[src/rtl/isp_dgain_bayer.sv]
// Bayer-domain digital gain: black-level subtract, per-channel gain with rounding
// and clipping, frame-synchronous shadowed configuration and per-frame clip statistics.
module isp_dgain_bayer #(
  parameter int DW   = 8,
  parameter int GW   = 8,
  parameter int FB   = 4,
  parameter int CNTW = 24
) (
  input  logic            pclk,
  input  logic            rst,
  input  logic            dgain_en,
  input  logic [1:0]      bayer_pat,
  input  logic [GW-1:0]   gain_r,
  input  logic [GW-1:0]   gain_gr,
  input  logic [GW-1:0]   gain_gb,
  input  logic [GW-1:0]   gain_b,
  input  logic [DW-1:0]   dgain_offset,
  input  logic [DW-1:0]   in_raw,
  input  logic            in_href,
  input  logic            in_vsync,
  output logic [DW-1:0]   out_raw,
  output logic            out_href,
  output logic            out_vsync,
  output logic [CNTW-1:0] sat_cnt,
  output logic            sat_cnt_vld
);

  localparam int PW = DW + GW;
  localparam logic [GW-1:0] UNITY = GW'(1) << FB;
  localparam logic [PW:0]   HALF  = ((PW+1)'(1) << FB) >> 1;
  localparam logic [PW:0]   MAXV  = {{(GW+1){1'b0}}, {DW{1'b1}}};

  function automatic logic [PW:0] rnd(input logic [PW-1:0] p);
    return ({1'b0, p} + HALF) >> FB;
  endfunction

  function automatic logic [DW-1:0] sat(input logic [PW:0] v);
    return (v > MAXV) ? {DW{1'b1}} : v[DW-1:0];
  endfunction

  logic            vs_q, vs_d;
  logic            c_q, c_d, r_q, r_d;
  logic            en_sh_q, en_sh_d;
  logic [1:0]      pat_sh_q, pat_sh_d;
  logic [GW-1:0]   g_r_sh_q, g_r_sh_d, g_gr_sh_q, g_gr_sh_d;
  logic [GW-1:0]   g_gb_sh_q, g_gb_sh_d, g_b_sh_q, g_b_sh_d;
  logic [DW-1:0]   off_sh_q, off_sh_d;

  logic [DW-1:0]   diff_p1_q, diff_p1_d;
  logic [GW-1:0]   gain_p1_q, gain_p1_d;
  logic            en_p1_q, en_p1_d, href_p1_q, href_p1_d, vsync_p1_q, vsync_p1_d;
  logic [PW-1:0]   prod_p2_q, prod_p2_d;
  logic            en_p2_q, en_p2_d, href_p2_q, href_p2_d, vsync_p2_q, vsync_p2_d;
  logic [DW-1:0]   raw_p3_q, raw_p3_d;
  logic            href_p3_q, href_p3_d, vsync_p3_q, vsync_p3_d;

  logic [CNTW-1:0] run_cnt_q, run_cnt_d, sat_cnt_q, sat_cnt_d;
  logic            sat_vld_q, sat_vld_d;

  logic            vs_rise;
  logic [GW-1:0]   gsel;
  logic [PW:0]     q_s3;
  logic            clip_s3;

  assign vs_rise = in_vsync & ~vs_q;

  // Shadow capture and Bayer position tracking
  always_comb begin
    vs_d     = in_vsync;
    en_sh_d  = en_sh_q;
    pat_sh_d = pat_sh_q;
    g_r_sh_d = g_r_sh_q;
    g_gr_sh_d = g_gr_sh_q;
    g_gb_sh_d = g_gb_sh_q;
    g_b_sh_d = g_b_sh_q;
    off_sh_d = off_sh_q;
    if (vs_rise) begin
      en_sh_d   = dgain_en;
      pat_sh_d  = bayer_pat;
      g_r_sh_d  = gain_r;
      g_gr_sh_d = gain_gr;
      g_gb_sh_d = gain_gb;
      g_b_sh_d  = gain_b;
      off_sh_d  = dgain_offset;
    end
    c_d = in_href ? ~c_q : 1'b0;
    r_d = r_q;
    if (vs_rise)
      r_d = 1'b0;
    else if (href_p1_q && !in_href)
      r_d = ~r_q;
  end

  always_comb begin
    gsel = g_r_sh_q;
    case ({r_q ^ pat_sh_q[1], c_q ^ pat_sh_q[0]})
      2'b00:   gsel = g_r_sh_q;
      2'b01:   gsel = g_gr_sh_q;
      2'b10:   gsel = g_gb_sh_q;
      default: gsel = g_b_sh_q;
    endcase
  end

  // S1: black-level subtract, gain select (unity in bypass)
  always_comb begin
    diff_p1_d  = en_sh_q ? ((in_raw > off_sh_q) ? in_raw - off_sh_q : '0) : in_raw;
    gain_p1_d  = en_sh_q ? gsel : UNITY;
    en_p1_d    = en_sh_q;
    href_p1_d  = in_href;
    vsync_p1_d = in_vsync;
  end

  // S2: multiply
  always_comb begin
    prod_p2_d  = PW'(diff_p1_q) * PW'(gain_p1_q);
    en_p2_d    = en_p1_q;
    href_p2_d  = href_p1_q;
    vsync_p2_d = vsync_p1_q;
  end

  // S3: round, clip and clip statistics
  always_comb begin
    q_s3       = rnd(prod_p2_q);
    clip_s3    = en_p2_q && (q_s3 > MAXV);
    raw_p3_d   = sat(q_s3);
    href_p3_d  = href_p2_q;
    vsync_p3_d = vsync_p2_q;
    run_cnt_d  = run_cnt_q;
    if (vs_rise)
      run_cnt_d = '0;
    else if (href_p2_q && clip_s3 && run_cnt_q != {CNTW{1'b1}})
      run_cnt_d = run_cnt_q + 1'b1;
    sat_cnt_d = vs_rise ? run_cnt_q : sat_cnt_q;
    sat_vld_d = vs_rise;
  end

  always_ff @(posedge pclk or posedge rst) begin
    if (rst) begin
      vs_q       <= 1'b0;
      c_q        <= 1'b0;
      r_q        <= 1'b0;
      en_sh_q    <= 1'b0;
      pat_sh_q   <= 2'd0;
      g_r_sh_q   <= UNITY;
      g_gr_sh_q  <= UNITY;
      g_gb_sh_q  <= UNITY;
      g_b_sh_q   <= UNITY;
      off_sh_q   <= '0;
      diff_p1_q  <= '0;
      gain_p1_q  <= '0;
      en_p1_q    <= 1'b0;
      href_p1_q  <= 1'b0;
      vsync_p1_q <= 1'b0;
      prod_p2_q  <= '0;
      en_p2_q    <= 1'b0;
      href_p2_q  <= 1'b0;
      vsync_p2_q <= 1'b0;
      raw_p3_q   <= '0;
      href_p3_q  <= 1'b0;
      vsync_p3_q <= 1'b0;
      run_cnt_q  <= '0;
      sat_cnt_q  <= '0;
      sat_vld_q  <= 1'b0;
    end else begin
      vs_q       <= vs_d;
      c_q        <= c_d;
      r_q        <= r_d;
      en_sh_q    <= en_sh_d;
      pat_sh_q   <= pat_sh_d;
      g_r_sh_q   <= g_r_sh_d;
      g_gr_sh_q  <= g_gr_sh_d;
      g_gb_sh_q  <= g_gb_sh_d;
      g_b_sh_q   <= g_b_sh_d;
      off_sh_q   <= off_sh_d;
      diff_p1_q  <= diff_p1_d;
      gain_p1_q  <= gain_p1_d;
      en_p1_q    <= en_p1_d;
      href_p1_q  <= href_p1_d;
      vsync_p1_q <= vsync_p1_d;
      prod_p2_q  <= prod_p2_d;
      en_p2_q    <= en_p2_d;
      href_p2_q  <= href_p2_d;
      vsync_p2_q <= vsync_p2_d;
      raw_p3_q   <= raw_p3_d;
      href_p3_q  <= href_p3_d;
      vsync_p3_q <= vsync_p3_d;
      run_cnt_q  <= run_cnt_d;
      sat_cnt_q  <= sat_cnt_d;
      sat_vld_q  <= sat_vld_d;
    end
  end

  assign out_raw     = raw_p3_q;
  assign out_href    = href_p3_q;
  assign out_vsync   = vsync_p3_q;
  assign sat_cnt     = sat_cnt_q;
  assign sat_cnt_vld = sat_vld_q;

endmodule

[config.mk]
export PLATFORM = sky130hd
export DESIGN_NAME = isp_dgain_bayer
export DESIGN_NICKNAME = d
export VERILOG_FILES = /design/src/rtl/isp_dgain_bayer.sv
export SDC_FILE = /design/constraint.sdc
export NUM_CORES = 1
export LEC_CHECK = 0
export ABC_AREA = 1
export ABC_CLOCK_PERIOD_IN_PS = 5400
export BUFFER_PORTS_ARGS = -buffer_cell sky130_fd_sc_hd__buf_2
export CORE_ASPECT_RATIO = 1.25
export CORE_MARGIN = 2
export CORE_UTILIZATION = 60
export DETAILED_ROUTE_END_ITERATION = 10
export PLACE_DENSITY_LB_ADDON = 0.05
export SLEW_MARGIN = 5
export SYNTH_ARGS = -nofsm -noshare
export SYNTH_HDL_FRONTEND = slang
export SYNTH_SLANG_ARGS = --single-unit
[constraint.sdc]
create_clock -name pclk -period 5.4 [get_ports pclk]
set_clock_uncertainty 0.1 [all_clocks]
set_input_delay 0 -clock pclk [delete_from_list [all_inputs] [get_ports pclk]]
set_output_delay 0 -clock pclk [all_outputs]
set_load 0.005 [all_outputs]
==> flow_summary_export.csv, run 1 <==
group,metric,value,unit
logic_synthesis,ys_ff_latch,139,
worst_setup_path,path_cells,"nand2_1 > inv_1 > fa_1 > fa_1 > inv_1 > fa_1 > fa_1 > inv_1 > ha_1 > nand2_1 > o21ai_0 > nand2_1 > nand2_1 > nand2_1 > nand2_1 > xor2_1",
timing,finalWorstSetupSlack,1260,ps
detailed_routing,drt-vias-per-instance,5.12,
worst_setup_path,cpMostUsedCell,"nand2_1",
logic_synthesis,yosysWarnings,0,
worst_setup_path,cpMaxStageDelayCell,"fa_1",
pwr,p_int,2.42,mW
placed_design,routabilityCongestion,0.908,
timing,setup_viol,0,
global_route,grt_overflow_total,0,
detailed_routing,drtIter0Drc,435,
run,max_cap_viol_count,0,
floorplan,coreArea,0.0139,mm^2
timing,drv_slew,0,
clock_network,htreeDepth,4,
final_layout,fillers,1029,
placed_design,port_buffers,89,
pwr,switchingPower,1.41,mW
clock_network,clkTransAtPathRegs,60,ps
detailed_routing,dr.pass1.iters,7,
final_layout,nets,1358,
worst_setup_path,critPathMaxStageDelay,550,ps
floorplan,die_w,111,um
global_route,grt.total_usage,26.4,%
floorplan,initial_core_util,61.9,%
logic_synthesis,synth_cells,1093,
detailed_routing,drc,0,
clock_network,post-cts-setup-buffers,0,
pwr,swShare,36.8,%
worst_setup_path,path_class,"flip-flop to flip-flop",
timing,period_minus_slack,4140,ps
status,status,"finished clean",
global_route,grt_pass1_vias,7175,
detailed_routing,ant_nets,0,
logic_synthesis,yosysSeqAreaShare,40.6,%
timing,fmax,242,MHz
timing,relSlewSlack,45.0,%
floorplan,die_area,0.0153,mm^2
logic_synthesis,synth_area,0.00858,mm^2
global_route,grt_max_degree,93,
worst_setup_path,start_kind,"flip-flop",
timing,setup_tns,0,ps
final_layout,drive_gt1_share,11.9,%
clock_network,insertion_delay,430,ps
clock_network,cts_hold_buf,54,
floorplan,num_rows,48,
floorplan,die_h,138,um
logic_synthesis,syn_area_per_cell,7.85,um^2
worst_setup_path,crit_arrival,4380,ps
pwr,vdd_ir_drop_max,0.346,mV
worst_hold_path,hold_class,"input pin to flip-flop",
worst_setup_path,worstPathMaxFanout,8,
pwr,combPwrFrac,31.9,%
placed_design,hpwlAfterDp,13300,um
timing,tightest_slew,825,ps
placed_design,place_ws,1290,ps
clock_network,cts_buffer_depth,2,
floorplan,ios,90,
detailed_routing,wl_per_cell,13.6,um
detailed_routing,via_count,7216,
clock_network,cts_tree,"done",
timing,hold_viol,0,
pwr,pwr-share-clk,29.7,%
pwr,seqPwrFrac,38.4,%
timing,rsz0062_at_grt,"no",
clock_network,cts_root_buf,"clkbuf_16",
clock_network,cts_sinks,139,
final_layout,antennaDiodeCount,0,
global_route,grt_pass1_wl,32500,um
pwr,power_density,374,mW/mm^2
clock_network,cts_buffers,17,
worst_setup_path,worstPathRequired,5640,ps
final_layout,areaGrowthSynthToFinish,19.4,%
clock_network,ctsResizeCount,0,
logic_synthesis,yosysUniqueCellTypes,34,
pwr,p_leak,5.64,nW
worst_setup_path,ff2ff_setup_slack,1260,ps
detailed_routing,drt-total-wl,19200,um
worst_setup_path,cp-end-kind,"flip-flop",
global_route,antenna_found_initial,0,
logic_synthesis,synth_nets,1229,
timing,final.period_utilization,76.6,%
## cell type report
type | count | area (um^2) | share of cell area (%)
Multi-Input combinational cell | 760 | 4360 | 42.5
Sequential cell | 139 | 3480 | 34.0
Timing Repair Buffer | 147 | 1020 | 9.92
Inverter | 157 | 594 | 5.80
Clock buffer | 19 | 443 | 4.32
Tap cell | 175 | 219 | 2.14
Clock inverter | 13 | 131 | 1.28
## worst paths after layout
| path | startpoint | end | depth (start not counted) |
|---|---|---|---|
| max in group asynchronous | rst | sat_cnt[0] | 4 |
| max reg2reg | gain_p1_q[4] | prod_p2_q[11] | 16 |
| min reg2reg | en_p1_q | en_p2_q | 0 |
| max | gain_p1_q[4] | prod_p2_q[11] | 16 |
| min in group asynchronous | rst | c_q | 3 |
| min | in_href | href_p1_q | 2 |
## critical path: cells and delay by family, from the launching register on
| kind | cells | cell delay [ps] |
|---|---|---|
| xor gates and xnor gates | 1 | 140 |
| and+or+nand+nor | 6 | 490 |
| AOI/OAI and AO/OA | 1 | 330 |
| buffers and inverters | 3 | 150 |
| DFF | 1 | 490 |
| adders and majority gates | 5 | 2350 |
## Yosys cell counts (all sizes together)
library cell,number,area share [%]
o21bai,2,0.17
dfstp,4,1.2
nand3b,3,0.26
clkinv,1,0.044
nand3,57,3.6
nand4,10,0.73
clkbuf,31,1.4
o21ai,54,3.1
fa,37,8.6
or2,3,0.22
a21oi,16,0.93
ha,44,6.4
inv,156,6.8
o22ai,1,0.073
nor2,80,3.9
xnor2,9,1.0
o21a,1,0.087
xor2,24,2.4
nor3,3,0.17
dfrtp,135,39
nor3b,1,0.087
buf,6,0.51
a31oi,10,0.73
nand2,405,18
## placed cells by master (no fill, tap or decap), drive strengths merged, types with 37 or more instances in the layout
cell         instances
inv                163
nand2              405
ha                  44
buf                 93
fa                  37
o21ai               54
nor2                80
dfrtp              135
dlygate4sd3         54
nand3               57
## sequential cells by signal, indices dropped and copies added, names as in the netlist, 2 cells and up
signal,cells
diff_p1_q,8
g_b_sh_q,8
g_gb_sh_q,8
g_gr_sh_q,8
g_r_sh_q,8
gain_p1_q,8
off_sh_q,8
out_raw,8
pat_sh_q,2
prod_p2_q,13
run_cnt_q,24
sat_cnt,24
## metrics by stage
step / instances / cell area, um^2 / util (%) / hold WS [ps] / power, mW
floorplan: 1093 / 8580 / - / -68.6 / 2.34
detailed placement: 1324 / 9130 / 65.8 / 25.2 / 2.67
CTS: 1410 / 10200 / 73.8 / 114 / 3.85
global placement: 1324 / 9130 / 65.8 / 21.9 / 2.64
global route: 1410 / 10200 / 73.8 / 137 / 4.12
finish: 1410 / 10200 / 73.8 / 141 / 3.83
## cells by family (layout without fill, tap and decap cells)
| group | Yosys count | count (layout) | synth area share, % |
|---|---|---|---|
| AND/OR/NAND/NOR | 562 | 562 | 27.0 |
| adder cells (fa/ha/maj) | 81 | 81 | 15.0 |
| flip-flops | 139 | 139 | 40.6 |
| XOR/XNOR | 33 | 33 | 3.45 |
| buffers and inverters | 194 | 336 | 8.73 |
| AO/OA/AOI/OAI | 84 | 84 | 5.15 |
## power by group through the flow
stage | logic [mW] | registers (mW) | clock network [mW]
2_1_floorplan | 0.916 | 1.42 | 0
3_3_place_gp | 1.16 | 1.48 | 0
3_5_place_dp | 1.19 | 1.49 | 0
4_1_cts | 1.23 | 1.47 | 1.14
5_1_grt | 1.42 | 1.50 | 1.19
6_report | 1.22 | 1.47 | 1.14
## metal layers
metal	global-route usage, %	part of all wire, %
met1	31.8	43
met2	48.3	51
met3	4.44	3.5
met4	8.82	1.7
met5	0	0
(Power assumes the default switching activity.)
==> inputs of run 2 (changes only) <==
--- a/config.mk
+++ b/config.mk
@@ -6,11 +6,11 @@
 export NUM_CORES = 1
 export LEC_CHECK = 0
 export ABC_AREA = 1
-export ABC_CLOCK_PERIOD_IN_PS = 5400
+export ABC_CLOCK_PERIOD_IN_PS = 3700
 export BUFFER_PORTS_ARGS = -buffer_cell sky130_fd_sc_hd__buf_2
 export CORE_ASPECT_RATIO = 1.25
 export CORE_MARGIN = 2
-export CORE_UTILIZATION = 60
+export CORE_UTILIZATION = 54
 export DETAILED_ROUTE_END_ITERATION = 10
 export PLACE_DENSITY_LB_ADDON = 0.05
 export SLEW_MARGIN = 5
==> constraint.sdc (replaced) <==
create_clock -name pclk -period 3.7 [get_ports pclk]
set_clock_uncertainty 0.1 [all_clocks]
set_input_delay 0 -clock pclk [delete_from_list [all_inputs] [get_ports pclk]]
set_output_delay 0 -clock pclk [all_outputs]
set_load 0.005 [all_outputs]
==> run 2 against run 1 <==
Compared with the run above: the run now ends with negative setup slack left; sequential share of layout area decreased by 2.3 points; design area increased by 7.8%; sequential power increased by 47%; worst hold slack improved by 20 ps; via count increased by 2.8%; non-clock buffer count increased by 50; clock power increased by 54%; register-to-register slack got worse by 1500 ps; final cell count increased by 6.1%; core utilization decreased by 2.9 points; total power increased by 70%; first-iteration DRC count increased by 8.0%; highest routed layer unchanged.
==> flow_summary_export.csv, run 2 (synthesized netlist as in run 1, its figures left out) <==
group,metric,value,unit
final_layout,fin_cells,1496,
worst_setup_path,start_kind,"flip-flop",
floorplan,num_rows,51,
global_route,grt_overflow_total,0,
floorplan,die_w,117,um
worst_setup_path,path_buf_inv,5,
final_layout,areaGrowthSynthToFinish,28.7,%
detailed_routing,ant_nets,0,
detailed_routing,drt-total-wl,20900,um
global_route,grt_max_degree,140,
floorplan,initial_core_util,55.1,%
floorplan,ios,90,
timing,final.period_utilization,105,%
detailed_routing,drtIter0Drc,470,
pwr,vdd_ir_drop_max,0.388,mV
clock_network,cts_buffers,17,
floorplan,die_h,145,um
placed_design,hpwlAfterDp,13800,um
timing,setup_viol,9,
detailed_routing,drt-vias-per-instance,4.96,
timing,fmax,256,MHz
clock_network,clkTransAtPathRegs,60,ps
clock_network,insertion_delay,420,ps
pwr,combPwrFrac,39.7,%
placed_design,place_ws,-178,ps
timing,hold_viol,0,
detailed_routing,dr.pass1.iters,5,
timing,relSlewSlack,47.7,%
global_route,grt_pass1_wl,35500,um
worst_hold_path,hold_class,"input pin to flip-flop",
pwr,p_leak,5.92,nW
clock_network,cts_buffer_depth,2,
pwr,power_density,588,mW/mm^2
final_layout,fin_util,70.9,%
pwr,swShare,36.6,%
clock_network,cts_root_buf,"clkbuf_16",
worst_setup_path,worstPathMaxFanout,4,
worst_setup_path,path_class,"flip-flop to flip-flop",
pwr,pwr-share-clk,27.0,%
global_route,grt.total_usage,26.3,%
placed_design,dp.cells,1394,
final_layout,antennaDiodeCount,0,
clock_network,cts_tree,"done",
run,max_cap_viol_count,0,
worst_setup_path,path_delay_family,"adder cells",
worst_setup_path,path_cells,"buf_4 > nand2_2 > fa_1 > fa_1 > inv_2 > fa_1 > inv_2 > fa_1 > inv_2 > ha_4 > a21oi_4 > o21ai_2 > buf_4 > a21oi_2 > xnor2_1",
detailed_routing,wl_per_cell,14.0,um
timing,finalWorstSetupSlack,-203,ps
worst_setup_path,crit_arrival,4120,ps
final_layout,drive_gt1_share,20.0,%
placed_design,port_buffers,89,
timing,tightest_slew,784,ps
placed_design,routabilityCongestion,0.849,
status,status,"finished, violations left",
timing,fin_hold_ws,161,ps
worst_setup_path,cp-end-kind,"flip-flop",
final_layout,layout_commonest_cell,"nand2_1",
global_route,grt_pass1_vias,7564,
pwr,p_int,4.12,mW
status,violations,"negative setup slack",
clock_network,cts_sinks,139,
worst_setup_path,cpMostUsedCell,"fa_1",
floorplan,die_area,0.0169,mm^2
timing,setup_tns,-721,ps
detailed_routing,via_count,7421,
global_route,antenna_found_initial,0,
timing,drv_slew,0,
pwr,seqPwrFrac,33.2,%
floorplan,coreArea,0.0156,mm^2
timing,rsz0062_at_grt,"yes",
clock_network,htreeDepth,4,
final_layout,final_cell_mix,"nand2_1, inv_1, dfrtp_1, buf_2, nor2_1",
worst_setup_path,cpMaxStageDelayCell,"fa_1",
worst_setup_path,worstPathRequired,3920,ps
worst_setup_path,critPathMaxStageDelay,510,ps
pwr,switchingPower,2.38,mW
detailed_routing,drc,0,
final_layout,nets,1408,
timing,period_minus_slack,3900,ps
==> run 2: path summary, 6_finish.rpt <==
check | start | to | slack, ps | depth (start not counted)
hold / removal | in_vsync | vsync_p1_q | 160 | 2
setup reg to reg | gain_p1_q[5] | prod_p2_q[8] | -200 | 15
min in group asynchronous | rst | sat_cnt[21] | 210 | 4
setup / recovery | gain_p1_q[5] | prod_p2_q[8] | -200 | 15
max in group asynchronous | rst | diff_p1_q[3] | 2610 | 4
hold reg to reg | en_p1_q | en_p2_q | 260 | 0
==> run 2: repair_timing <==
action / CTS / global route
resized for setup: 42 / 30
pin swaps: 35 / 30
hold buffers: 54 / 0
setup buffers: 13 / 4
endpoints found under the hold margin: 190 / 0
setup endpoints to repair: 10 / 10
==> run 2: through the flow <==
stage               instance area [um^2]  total power [mW]
finish                             11000              6.50
floorplan                           8720              3.53
CTS                                10900              6.33
global placement                    9510              4.24
global route                       11000              6.97
detailed placement                  9510              4.27
==> run 2: power groups by stage <==
stage / logic (mW) / clock network (mW) / registers, mW
5_1_grt: 2.91 / 1.85 / 2.21
6_report: 2.58 / 1.76 / 2.16
3_5_place_dp: 2.10 / 0 / 2.17
2_1_floorplan: 1.46 / 0 / 2.08
3_3_place_gp: 2.07 / 0 / 2.17
4_1_cts: 2.40 / 1.78 / 2.15
==> run 2: area by class of cell <==
type	count	area (um^2)
Multi-Input combinational cell	760	4670
Fill cell	1274	4530
Sequential cell	139	3500
Timing Repair Buffer	197	1420
Inverter	157	593
Clock buffer	21	460
Tap cell	212	265
Clock inverter	10	143
==> run 2: metal layers <==
| layer | wire length (um) | track usage, % | part of all wire [%] | vias up |
|---|---|---|---|---|
| li1 | - | - | - | 3710 |
| met1 | 9590 | 36.0 | 46 | 3553 |
| met2 | 10300 | 42.9 | 49 | 130 |
| met3 | 665 | 4.34 | 3.2 | 28 |
| met4 | 335 | 7.88 | 1.6 | 0 |
| met5 | 0 | 0 | 0 | - |
